## src/rtl/branch_cond_unit_pkg.sv

```systemverilog
// Shared encodings for the branch condition unit: transfer kinds, Z80 condition
// codes, flag bit positions and the sequencing states.
package branch_cond_unit_pkg;

    localparam logic [1:0] KIND_ABS  = 2'd0;
    localparam logic [1:0] KIND_REL  = 2'd1;
    localparam logic [1:0] KIND_DJNZ = 2'd2;
    localparam logic [1:0] KIND_RSVD = 2'd3;

    localparam logic [2:0] CC_NZ = 3'd0;
    localparam logic [2:0] CC_Z  = 3'd1;
    localparam logic [2:0] CC_NC = 3'd2;
    localparam logic [2:0] CC_C  = 3'd3;
    localparam logic [2:0] CC_PO = 3'd4;
    localparam logic [2:0] CC_PE = 3'd5;
    localparam logic [2:0] CC_P  = 3'd6;
    localparam logic [2:0] CC_M  = 3'd7;

    localparam int FLAG_S  = 7;
    localparam int FLAG_Z  = 6;
    localparam int FLAG_PV = 2;
    localparam int FLAG_C  = 0;

    typedef enum logic [2:0] {
        ST_IDLE,
        ST_EVAL,
        ST_ADD_LO,
        ST_ADD_HI,
        ST_DONE
    } stateT;

endpackage

```

## src/rtl/branch_cond_unit_cond_eval.sv

```systemverilog
// Combinational Z80 condition evaluator (Cc, Uncond, F -> Cond); also used by
// the decoder prefetch logic, so it carries no kind-specific behaviour.
module cond_eval
    import branch_cond_unit_pkg::*;
(
    input  logic [2:0] Cc,
    input  logic       Uncond,
    input  logic [7:0] F,
    output logic       Cond
);

    logic flagTrue;
    logic unusedFlags;

    // Only S, Z, PV and C take part in any condition.
    assign unusedFlags = ^{F[5:3], F[1]};

    always_comb begin
        // NOTE: default assigned first so every path drives flagTrue and no latch is inferred.
        flagTrue = 1'b0;
        case (Cc)
            CC_NZ: flagTrue = !F[FLAG_Z];
            CC_Z:  flagTrue =  F[FLAG_Z];
            CC_NC: flagTrue = !F[FLAG_C];
            CC_C:  flagTrue =  F[FLAG_C];
            CC_PO: flagTrue = !F[FLAG_PV];
            CC_PE: flagTrue =  F[FLAG_PV];
            CC_P:  flagTrue = !F[FLAG_S];
            CC_M:  flagTrue =  F[FLAG_S];
        endcase
    end

    assign Cond = Uncond || flagTrue;

endmodule

```

## src/rtl/branch_cond_unit.sv

```systemverilog
// Conditional control-transfer decision and target generation for JP/CALL/RET cc,
// JR cc and DJNZ. Define DJNZ_EN to build the DJNZ decrement/zero-test path.
module branch_cond_unit
    import branch_cond_unit_pkg::*;
(
    input  logic        Clk,
    input  logic        Reset,
    input  logic        Start,
    input  logic [1:0]  Kind,
    input  logic        Uncond,
    input  logic [2:0]  Cc,
    input  logic [7:0]  F,
    input  logic [15:0] Pc,
    input  logic [7:0]  Disp,
    input  logic [15:0] Addr,
    input  logic [7:0]  BIn,
    output logic        Busy,
    output logic        Done,
    output logic        Taken,
    output logic [15:0] Target,
    output logic [7:0]  BOut,
    output logic        BWrite
);

    stateT       stateQ, stateD;
    logic [1:0]  kindQ;
    logic        uncondQ;
    logic [2:0]  ccQ;
    logic [7:0]  fQ;
    logic [15:0] pcQ;
    logic [7:0]  dispQ;
    logic [15:0] addrQ;
    logic        carryQ;
    logic        takenQ;
    logic [15:0] targetQ;
    logic [2:0]  ccEff;
    logic        condRaw;
    logic        takeNow;
    logic        isDjnz;
    logic        needsAdd;

`ifdef DJNZ_EN
    logic [7:0] bInQ;
    logic [7:0] bOutQ;
    logic [7:0] decValue;

    assign decValue = bInQ - 8'd1;
    assign isDjnz   = (kindQ == KIND_DJNZ);
    assign BOut     = bOutQ;
    assign BWrite   = (stateQ == ST_DONE) && isDjnz;
`else
    logic unusedBIn;

    assign unusedBIn = ^BIn;
    assign isDjnz    = 1'b0;
    assign BOut      = 8'h00;
    assign BWrite    = 1'b0;
`endif

    // JR only has the four Z/C conditions, so the PV/S half of Cc is masked off.
    assign ccEff = (kindQ == KIND_REL) ? {1'b0, ccQ[1:0]} : ccQ;

    cond_eval uCondEval (
        .Cc     (ccEff),
        .Uncond (uncondQ),
        .F      (fQ),
        .Cond   (condRaw)
    );

    always_comb begin
        takeNow = 1'b0;
        case (kindQ)
            KIND_ABS, KIND_REL: takeNow = condRaw;
`ifdef DJNZ_EN
            KIND_DJNZ:          takeNow = (decValue != 8'h00);
`endif
            default:            takeNow = 1'b0;
        endcase
    end

    assign needsAdd = takeNow && ((kindQ == KIND_REL) || isDjnz);

    always_ff @(posedge Clk) begin
        // NOTE: non-blocking assignments for all clocked state so every register samples pre-edge values.
        if (Reset) stateQ <= ST_IDLE;
        else       stateQ <= stateD;
    end

    always_comb begin
        stateD = stateQ;
        case (stateQ)
            ST_IDLE:   if (Start) stateD = ST_EVAL;
            ST_EVAL:   stateD = needsAdd ? ST_ADD_LO : ST_DONE;
            ST_ADD_LO: stateD = ST_ADD_HI;
            ST_ADD_HI: stateD = ST_DONE;
            ST_DONE:   stateD = ST_IDLE;
            default:   stateD = ST_IDLE;
        endcase
    end

    always_ff @(posedge Clk) begin
        if (Reset) begin
            kindQ   <= KIND_ABS;
            uncondQ <= 1'b0;
            ccQ     <= 3'd0;
            fQ      <= 8'h00;
            pcQ     <= 16'h0000;
            dispQ   <= 8'h00;
            addrQ   <= 16'h0000;
            carryQ  <= 1'b0;
            takenQ  <= 1'b0;
            targetQ <= 16'h0000;
`ifdef DJNZ_EN
            bInQ    <= 8'h00;
            bOutQ   <= 8'h00;
`endif
        end else begin
            case (stateQ)
                ST_IDLE: if (Start) begin
                    kindQ   <= Kind;
                    uncondQ <= Uncond;
                    ccQ     <= Cc;
                    fQ      <= F;
                    pcQ     <= Pc;
                    dispQ   <= Disp;
                    addrQ   <= Addr;
`ifdef DJNZ_EN
                    bInQ    <= BIn;
`endif
                end
                ST_EVAL: begin
                    takenQ <= takeNow;
                    if (takeNow && (kindQ == KIND_ABS)) targetQ <= addrQ;
`ifdef DJNZ_EN
                    if (isDjnz) bOutQ <= decValue;
`endif
                end
                // Low byte first; its carry feeds the sign-extended high-byte add.
                ST_ADD_LO: {carryQ, targetQ[7:0]} <= {1'b0, pcQ[7:0]} + {1'b0, dispQ};
                ST_ADD_HI: targetQ[15:8] <= pcQ[15:8] + {8{dispQ[7]}} + {7'd0, carryQ};
                default: ;
            endcase
        end
    end

    assign Busy   = (stateQ != ST_IDLE);
    assign Done   = (stateQ == ST_DONE);
    assign Taken  = takenQ;
    assign Target = targetQ;

endmodule

```

## config.mk

```make
export PLATFORM = sky130hd
export DESIGN_NAME = branch_cond_unit
export DESIGN_NICKNAME = d
export VERILOG_FILES = /design/src/rtl/branch_cond_unit_pkg.sv /design/src/rtl/branch_cond_unit_cond_eval.sv /design/src/rtl/branch_cond_unit.sv
export SDC_FILE = /design/constraint.sdc
export NUM_CORES = 1
export LEC_CHECK = 0
export ABC_CLOCK_PERIOD_IN_PS = 2100
export BUFFER_PORTS_ARGS = -buffer_cell sky130_fd_sc_hd__buf_2
export CAP_MARGIN = 20
export CELL_PAD_IN_SITES_DETAIL_PLACEMENT = 1
export CELL_PAD_IN_SITES_GLOBAL_PLACEMENT = 2
export CORE_UTILIZATION = 26
export DETAILED_ROUTE_END_ITERATION = 10
export GPL_ROUTABILITY_DRIVEN = 1
export GPL_TIMING_DRIVEN = 1
export PLACE_DENSITY_LB_ADDON = 0.15
export REMOVE_ABC_BUFFERS = 1
export SLEW_MARGIN = 10
export SYNTH_ARGS = -nofsm -noshare
export SYNTH_HDL_FRONTEND = slang
export SYNTH_SLANG_ARGS = --single-unit
```

## constraint.sdc

```tcl
create_clock -name Clk -period 2.1 [get_ports Clk]
set_input_delay 0.105 -clock Clk [delete_from_list [all_inputs] [get_ports Clk]]
set_output_delay 0.105 -clock Clk [all_outputs]
set_load 0.1 [all_outputs]
```

# Word level (Yosys, flattened, before mapping)

Cells that the tools add are included.

Register bits: 75
Bits of input ports: 65
Logic and storage cells: 55

Add/sub/neg operators: 3
Equal/unequal tests: 14
Multiplexer cells: 9
Reduce and logical (&&, ||, !) cells: 17

Operators by type and width:

| operator             | count |
|---|---|
| $pmux W8 S2          | 2 |
| $mux W16             | 1 |
| $eq A3 B3 Y1 const B | 5 |
| $eq A3 B2 Y1 const B | 4 |
| $pmux W3 S4          | 1 |
| $add A8 B8 Y9        | 1 |
| $mux W3              | 3 |
| $add A8 B1 Y8        | 1 |
| $add A8 B8 Y8        | 1 |
| $pmux W1 S8          | 1 |
| $eq A3 B1 Y1 const B | 2 |
| $logic_not A3 Y1     | 2 |
| $reduce_and A2 Y1    | 3 |
| $logic_not A1 Y1     | 4 |
| $ne A2 B2 Y1 const B | 2 |
| $reduce_bool A2 Y1   | 2 |
| $reduce_bool A3 Y1   | 1 |
| $eq A2 B1 Y1 const B | 1 |
| $logic_and A1 B1 Y1  | 2 |
| $logic_not A2 Y1     | 1 |
| $reduce_or A2 Y1     | 1 |
| $logic_or A1 B1 Y1   | 1 |
| $mux W1              | 1 |

# Depth between registers and ports, before layout

Gate-level depths: netlist (run 1).

Depth after elaboration: 9
Depth in mapped cells: 9
Mapped depth without buffers: 9

# Cells and area by module

Synthesis (run 1) repeated with hierarchy kept, for this count alone.

Cell total of the unflattened synthesis: 436
Area, all modules: 3537.1 µm²

By module, submodules not included:

| module           | times used | cells an instance | area an instance (µm²) |
|---|---|---|---|
| branch_cond_unit | 1          | 433               | 3499.6 |
| cond_eval        | 1          | 3                 | 37.5 |

# Least setup slack after synthesis (run 1)

No wires, ideal clock.

Kind: register -> output
From: register stateQ[2]
To: output port Done
Arrival time: 2612 ps
Slack: -617 ps
Stages on the path, launching flop included: 2
Buffers on the path: 0
Path through: dfxtp_1 -> nor3b_1

Word-level cells in the longest chain between the ends: 1

Ends and longest elaborated chain:

| element                | line                    | text |
|---|---|---|
| start, declared        | branch_cond_unit.sv:25  | `stateT stateQ, stateD;` |
| start signal, assigned | branch_cond_unit.sv:86  | `else stateQ <= stateD;` |
| $eq A3 B3 Y1           | branch_cond_unit.sv:147 | `assign Done = (stateQ == ST_DONE);` |
| end, declared          | branch_cond_unit.sv:18  | `output logic Done,` |

Every way passes these cells.

# Worst setup path after layout (run 1)

From: register dispQ[7]
To: register targetQ[14], in the netlist Target[14]

Word-level cells in the longest chain between the ends: 3

Ends and longest elaborated chain:

| element                | line                    | text |
|---|---|---|
| start, declared        | branch_cond_unit.sv:31  | `logic [7:0] dispQ;` |
| start signal, assigned | branch_cond_unit.sv:125 | `dispQ <= Disp;` |
| $add A8 B8 Y8          | branch_cond_unit.sv:140 | `ST_ADD_HI: targetQ[15:8] <= pcQ[15:8] + {8{dispQ[7]}} + {7'd0, carryQ};` |
| $add A8 B1 Y8          | branch_cond_unit.sv:140 |  |
| $pmux W8 S2            | branch_cond_unit.sv:118 | `case (stateQ)` |
| end signal, assigned   | branch_cond_unit.sv:133 | `if (takeNow && (kindQ == KIND_ABS)) targetQ <= addrQ;` |
| end signal, assigned   | branch_cond_unit.sv:140 |  |
| end, declared          | branch_cond_unit.sv:35  | `logic [15:0] targetQ;` |

Every way passes these cells.
A chain may end at the register's enable or synchronous reset.

==> metrics.csv, run 1 <==
metric;value;unit
Post-synth top flop;dfxtp_1;
HPWL after detailed placement;6580;µm
Max Freq;499;MHz
final-report setup violation count;0;
Residual DRC;0;
worst vdd rail ir drop;0.305;mV
drt total wl;9170;µm
simple-gate share of the synthesized area;23.7;%
Worst path top cell family by delay;adder cells;
clk_lat worst skew;0.33;ns
CTS H-tree depth;3;
synth unique cells;45;
Post-DP Area;4040;µm²
crit path DAT;2.19;ns
Crit Path Category;flop to flop;
Slowest-stage cell, CP;fa_1;
routability congestion estimate from global placement;0.793;
Synth async-reset ratio;0;%
Critical path origin;dispQ[7];
layout cells sized above 1;25.8;%
final setup TNS;0;ns
Layout Nets;594;
Post-Synth Adder-Cell Area;6.96;%
worst-path fanout max;5;
status;completed;
WP data required;2.28;ns
most frequent cells in the layout;nand2_1, buf_2, dfxtp_1;
Setup WS post-layout;0.0969;ns
Finished Cell Area;4420;µm²
Avg WL per Cell;13.3;µm
XOR/XNOR Fraction of Synth Area;1.30;%
Die Wd;116;µm
initial antenna violation count;0;
Hold Path Class;input pin to flop;
Overall Power;3.56;mW
core area;12600;µm²
Max-slew headroom;58.9;%
Worst Path Buf+Inv;1;
Initial DRC Count;83;
Clock transition at path regs;0.05;ns
max cap viols;0;
FP Rows;41;
CP Capture Type;flop;
vias in the first global route;3145;
port bufs;71;
YS warnings;0;
gr ovfl total;0;
total number of vias;3124;
Util after Layout;35.0;%
commonest non-fill, non-tap cell in the layout;nand2_1;
CTS tree;done;
CP cell instances;fa_2 > inv_1 > fa_1 > nand2b_1 > a21oi_2 > o21ai_1 > a21oi_1 > nand3b_1 > a31oi_1;
PD cells;805;nW/µm²
worst-case clock skew;0.00451;ns
cell count after synthesis;429;
largest family of logic cells by synthesized area;simple AND/OR/NAND/NOR gates;
clk sink count;71;
CTS max path bufs;2;
Antenna Cells;0;
Hold Crit Start;Addr[4];
cell chosen for the clock root;clkbuf_16;
first-pass GRT wire length;15100;µm
FF-to-FF Start;dispQ[7];
post-synthesis sequential area ratio;42.1;%
largest net degree at the start of global routing;51;
P&R area growth vs syn;30.8;%
Starting Density;26.8;%
Num CTS Buffers;9;
area of the mapped netlist;3380;µm²
final period utilization;95.4;%
I/O pin cnt;93;
Max Transition Viols Final;0;
LEAKAGE;1.87;nW
compound-cell area share of the yosys netlist;18.1;%
DRT Pass-1 Iters;4;
CP startpoint kind;flop;
average cell area after synthesis;7.87;µm²
drt via density;4.54;
pre-CTS WS;-0.165;ns
Slew @ Worst Pin;0.617;ns
Hold Violations, Final;0;
slowest stage delay, CP;0.38;ns
Routed Antenna Nets;0;
Die Height;116;µm
min Tclk post-route;2.00;ns
Post-synth EDFFs;0;
die area;13500;µm²
post-synthesis mux area share;1.33;%
gr usage total;14.6;%
Synth Register Bits;71;
## through the flow
stage               instances  hold slack (ns)
global route              688          0.00552
floorplan                 403            0.173
CTS                       687         0.000757
detailed placement        670            0.353
global placement          670            0.348
finish                    688           0.0117
## flip-flops by register name, summed over array words and instances, names as in the netlist
signal	cells
Taken	1
Target	16
addrQ	16
carryQ	1
ccQ	3
dispQ	8
fQ	4
kindQ	2
pcQ	16
stateQ	3
uncondQ	1
## worst register-to-register path: cells and delay by family (launching register included)
family / cells / cell delay (ns)
simple gates: 2 / 0.31
compound gates: 4 / 0.51
fa+ha+maj: 2 / 0.61
flops: 1 / 0.37
buf+inv: 1 / 0.06
## synth_stat cells, types with 3 or more instances
master,n,share of area [%]
nor3_1,4,0.59
buf_4,10,2.2
o21ai_0,7,1.0
nand2_1,121,13
a31oi_1,3,0.56
inv_1,11,1.2
nand2b_1,7,1.3
a21oi_1,67,9.9
a211oi_1,6,1.3
and2_1,3,0.56
a311oi_1,5,1.3
nor2_1,24,2.7
dfxtp_1,71,42
mux2i_1,3,0.89
ha_1,14,5.2
xnor2_1,3,0.78
fa_1,3,1.8
nand3_1,8,1.2
and3_1,3,0.56
clkbuf_1,21,2.3
a21o_1,3,0.67
## logic make-up after synthesis
group / after synthesis
compound gates: 103
xor+xnor: 5
fa+ha+maj: 17
buf+inv: 45
flops: 71
mux: 4
other cells: 1
simple gates: 183
## area by class of cell
cell class,instances,area (µm²)
flip-flops and latches,71,1430
well taps,172,215
clock buffers,15,278
repair buffers,98,613
multi-input cells,321,1840
fillers,1565,8200
inverters,11,41.3
## path summary, 6_finish.rpt
path	end	slack, ns	depth (start not counted)
min	addrQ[4]	0.01	3
min reg2reg	addrQ[0]	0.46	2
max	Target[14]	0.1	9
max reg2reg	Target[14]	0.1	9
## power breakdown
| group | switching (mW) | internal (mW) |
|---|---|---|
| combinational | 0.434 | 0.223 |
| clock | 0.529 | 0.891 |
| sequential | 0.0538 | 1.43 |
| total | 1.02 | 2.54 |
## layer usage
metal | global-route usage [%] | vias up | wire [µm]
li1 | - | 1599 | -
met4 | 3.59 | 0 | 78
met2 | 25.9 | 52 | 4600
met5 | 0 | - | 0
met1 | 17.3 | 1468 | 4160
met3 | 4.29 | 5 | 328
## what timing repair did
| action | 4_1_cts | 5_1_grt |
|---|---|---|
| setup endpoints to repair | 4 | 8 |
| endpoints found under the hold margin | 2 | 0 |
| hold buffers | 2 | 0 |
| pin swaps | 1 | 6 |
| gates resized for setup | 9 | 13 |
| setup buffers | 0 | 1 |
| gates cloned | 0 | 0 |
No activity file was read; power rests on OpenSTA's default activity.
==> run 2: changes to the inputs <==
--- a/config.mk
+++ b/config.mk
@@ -10,6 +10,7 @@
 export CAP_MARGIN = 20
 export CELL_PAD_IN_SITES_DETAIL_PLACEMENT = 1
 export CELL_PAD_IN_SITES_GLOBAL_PLACEMENT = 2
+export CORE_MARGIN = 10
 export CORE_UTILIZATION = 26
 export DETAILED_ROUTE_END_ITERATION = 10
 export GPL_ROUTABILITY_DRIVEN = 1
==> run 2 against run 1 <==
Net effect: hold slack got worse by 0.0022 ns; largest power group is now the clock network; register-to-register slack about the same; die area increased by 33%; utilization increased by 1.1 points.
==> metrics.csv, run 2 (same netlist as run 1, synthesis figures left out) <==
metric;value;unit
final period utilization;95.8;%
routability congestion estimate from global placement;0.802;
max cap viols;0;
Worst Path Buf+Inv;0;
DRT Pass-1 Iters;4;
Critical path origin;dispQ[7];
PD cells;823;nW/µm²
worst-path fanout max;3;
worst-case clock skew;0.00686;ns
status;completed;
I/O pin cnt;93;
Max-slew headroom;56.7;%
Starting Density;26.7;%
drt via density;4.55;
Antenna Cells;0;
Die Height;134;µm
gr ovfl total;0;
Die Wd;134;µm
min Tclk post-route;2.01;ns
reg2reg end;Target[15];
vias in the first global route;3348;
die area;18000;µm²
LEAKAGE;1.92;nW
first-pass GRT wire length;16500;µm
Avg WL per Cell;14.6;µm
total number of vias;3178;
HPWL after detailed placement;7350;µm
pre-CTS WS;-0.0760;ns
cell count along the critical path;7;
P&R area growth vs syn;35.6;%
slowest stage delay, CP;0.42;ns
Num CTS Buffers;9;
Crit Path Category;flop to flop;
final setup TNS;0;ns
FF-to-FF Start;dispQ[7];
core area;12700;µm²
Initial DRC Count;84;
Hold Violations, Final;0;
largest net degree at the start of global routing;51;
commonest non-fill, non-tap cell in the layout;nand2_1;
switching share of power;28.6;%
layout cells sized above 1;25.1;%
part of the power in combinational logic;17.9;%
final non-filler cell total;698;
switching pwr;1.08;mW
clk_lat worst skew;0.34;ns
port bufs;71;
Worst path top cell family by delay;compound AO/OA/AOI/OAI gates;
internal power;2.69;mW
Clock transition at path regs;0.06;ns
CP cell instances;fa_2 > a211oi_2 > nor2_2 > o31ai_4 > a21oi_2 > xnor2_1 > a2111oi_2;
Setup WS post-layout;0.0879;ns
clk sink count;71;
Slowest-stage cell, CP;fa_2;
Clock power frac;42.8;%
worst-case reg-to-reg path depth;7;
Flop pwr share;39.3;%
Util after Layout;36.2;%
worst vdd rail ir drop;0.292;mV
CTS H-tree depth;3;
Residual DRC;0;
flop2flop setup slack;0.09;ns
CTS tree;done;
Routed Antenna Nets;0;
WP data required;2.34;ns
CP Capture Type;flop;
CP endpoint;Target[15];
CP startpoint kind;flop;
CTS max path bufs;2;
FP Rows;41;
final-report setup violation count;0;
initial antenna violation count;0;
Hold Path Class;input pin to flop;
gr usage total;11.4;%
Post-Place Cells;662;
Max Transition Viols Final;0;
most frequent cells in the layout;nand2_1, buf_2, dfxtp_1;
drt total wl;10200;µm
crit path DAT;2.25;ns
cell chosen for the clock root;clkbuf_16;
RSZ-0062 raised after global routing;yes;
Slew @ Worst Pin;0.649;ns
Max Freq;497;MHz
Layout Nets;603;
Overall Power;3.77;mW
[run 2: changes by cell type in the layout (fill, tap and decap cells not counted), moves of 3 or more]
| cell | change |
|---|---|
| buf_4 | -8 |
| clkbuf_1 | -3 |
| clkbuf_8 | -3 |
| clkinv_2 | +4 |
| dlygate4sd3_1 | +18 |
| o21ai_0 | -3 |
| o21ai_1 | +3 |
[run 2: per-layer routing]
metal  track usage [%]  wire length [µm]  vias up
met4              5.44               193        0
met3              3.14               401       12
met5                 0                 0        -
met1              13.1              4640     1494
met2              19.1              4930       53
li1                  -                 -     1619
[run 2: cell type report]
cell class / count / area [µm²]
clock buffers: 9 / 225
inverters: 11 / 41.3
repair buffers: 107 / 713
fillers: 1533 / 8090
clock inverters: 7 / 87.6
multi-input cells: 321 / 1880
well taps: 172 / 215
flip-flops and latches: 71 / 1420
[run 2: repair_timing]
action,CTS,global route
resized for setup,4,24
hold endpoints to repair,20,0
setup buffers,0,0
hold buffers,20,0
setup endpoints to repair,4,11
pin swaps,1,7
[run 2: power by group through the flow]
stage                     clock, mW  combinational (mW)  sequential, mW
after detailed placement          0               0.638            1.51
final                          1.62               0.675            1.48
after global placement            0               0.627            1.51
after CTS                      1.69               0.670            1.48
after global routing           1.73               0.747            1.49
after floorplan                   0               0.340            1.58
[run 2: how the worst min path moves through the flow]
stage / startpoint / to / slack [ns] / cells past startpoint
2_1_floorplan: Reset / Target[5] / 0.17 / 1
3_3_place_gp: Disp[4] / dispQ[4] / 0.35 / 3
3_5_place_dp: Disp[4] / dispQ[4] / 0.35 / 3
4_1_cts: F[7] / fQ[7] / 0.0001 / 3
5_1_grt: F[7] / fQ[7] / 0.005 / 3
6_report: Addr[13] / addrQ[13] / 0.01 / 3
[run 2: stage by stage]
step	hold slack [ns]	area, µm²
floorplan	0.173	3230
global placement	0.345	3970
detailed placement	0.353	3970
CTS	0.000141	4490
global route	0.00485	4580
finish	0.00951	4580
[run 2: worst reg2reg max path, cell delays in order (launching register included)]
cell	delay (ns)
dfxtp_2	0.34
fa_2	0.42
a211oi_2	0.25
nor2_2	0.09
o31ai_4	0.26
a21oi_2	0.09
xnor2_1	0.14
a2111oi_2	0.33
==> run 3: changes to the inputs <==
--- a/config.mk
+++ b/config.mk
@@ -16,7 +16,7 @@
 export GPL_ROUTABILITY_DRIVEN = 1
 export GPL_TIMING_DRIVEN = 1
 export PLACE_DENSITY_LB_ADDON = 0.15
-export REMOVE_ABC_BUFFERS = 1
+export SKIP_CTS_REPAIR_TIMING = 1
 export SLEW_MARGIN = 10
 export SYNTH_ARGS = -nofsm -noshare
 export SYNTH_HDL_FRONTEND = slang
==> run 3 against run 2 <==
Net effect: critical endpoint is now Target[6]; highest routed layer unchanged; sequential power about the same; utilization is 0.67 points lower; clock skew barely moved; non-clock buffer count shrank 10; first-iteration DRC count increased by 58%; cell count decreased by 1.4%.
==> metrics.csv, run 3 (same netlist as run 1, synthesis figures left out) <==
metric;value;unit
Max Transition Viols Final;0;
gr usage total;11.3;%
CP Capture Type;flop;
die area;18000;µm²
Util after Layout;35.5;%
P&R area growth vs syn;33.1;%
Num CTS Buffers;9;
Starting Density;26.7;%
FP Rows;41;
Routed Antenna Nets;0;
pre-CTS WS;-0.129;ns
min Tclk post-route;2.04;ns
max cap viols;0;
drt total wl;10400;µm
worst-case clock skew;0.00710;ns
Hold Path Depth;3;
worst-case reg-to-reg path depth;7;
final-report setup violation count;0;
vias in the first global route;3349;
CTS H-tree depth;3;
CTS tree;done;
Max Freq;491;MHz
initial antenna violation count;0;
Die Height;134;µm
CTS max path bufs;2;
final period utilization;97.1;%
I/O pin cnt;93;
Clock transition at path regs;0.05;ns
worst-path fanout max;6;
Post-DP Area;4010;µm²
LEAKAGE;1.91;nW
commonest non-fill, non-tap cell in the layout;nand2_1;
Avg WL per Cell;15.0;µm
gr ovfl total;0;
Hold Path Class;input pin to flop;
WP data required;2.34;ns
Die Wd;134;µm
Hold Violations, Final;0;
clk sink count;71;
most frequent cells in the layout;nand2_1, buf_2, dfxtp_1;
register area;1430;µm²
PD cells;816;nW/µm²
HPWL after detailed placement;7680;µm
RSZ-0062 raised after global routing;yes;
Residual DRC;0;
total number of vias;3141;
status;completed;
layout cells sized above 1;27.9;%
routability congestion estimate from global placement;0.743;
largest net degree at the start of global routing;51;
Initial DRC Count;133;
clk_lat worst skew;0.33;ns
DRT Pass-1 Iters;3;
CP startpoint kind;flop;
Max-slew headroom;57.1;%
first-pass GRT wire length;16600;µm
Crit Path Category;flop to flop;
worst vdd rail ir drop;0.491;mV
Finished Cell Area;4500;µm²
Slew @ Worst Pin;0.644;ns
final non-filler cell total;688;
final setup TNS;0;ns
port bufs;71;
core area;12700;µm²
footprint of the multi-input gates;1900;µm²
Post-Place Cells;666;
Fillers;1539;
Setup WS post-layout;0.0617;ns
crit path DAT;2.28;ns
Antenna Cells;0;
drt via density;4.57;
cell chosen for the clock root;clkbuf_16;
Layout Nets;593;
## run 3: cell count changes in the layout (fill, tap and decap cells not counted), sizes merged
cell	delta
buf	+9
bufinv	-1
clkbuf	+4
clkinv	-1
clkinvlp	-1
dlygate4sd3	-20
## run 3: routing by layer
metal | part of all wire [%] | global-route usage [%]
met5 | 0 | 0
met3 | 3.5 | 3.14
met2 | 51 | 20.7
met4 | 1.2 | 3.26
met1 | 44 | 12.4
## run 3: critical path: stages (launching register included)
cell,delay (ns)
dfxtp_2,0.36
mux2i_1,0.23
mux2_4,0.33
nor4_4,0.31
and3_4,0.28
clkbuf_16,0.15
nand2_1,0.07
a311oi_2,0.23
## run 3: path summary, 6_finish.rpt
kind	start	slack [ns]	end
worst max-delay path	ccQ[1]	0.06	Target[6]
worst min-delay path	Disp[1]	0.01	dispQ[1]
worst max register to register	ccQ[1]	0.06	Target[6]
worst min register to register	addrQ[14]	0.45	addrQ[14]
## run 3: final cells by class
| type | instances | area share (%) |
|---|---|---|
| clock buffers | 12 | 5.48 |
| clock inverters | 4 | 1.00 |
| inverters | 11 | 0.918 |
| multi-input cells | 321 | 42.3 |
| flip-flops and latches | 71 | 31.7 |
| well taps | 172 | 4.79 |
| repair buffers | 97 | 13.7 |
## run 3: power breakdown
| group | internal, mW | switching (mW) | leakage (nW) |
|---|---|---|---|
| combinational | 0.237 | 0.446 | 1.19 |
| sequential | 1.43 | 0.0598 | 0.582 |
| clock | 0.946 | 0.556 | 0.146 |
| total | 2.61 | 1.06 | 1.91 |
## run 3: through the flow
step / hold slack, ns / power (mW)
CTS: 0.00136 / 3.68
finish: 0.00952 / 3.67
global route: 0.00602 / 3.87
floorplan: 0.241 / 1.96
detailed placement: 0.352 / 2.16
global placement: 0.344 / 2.15
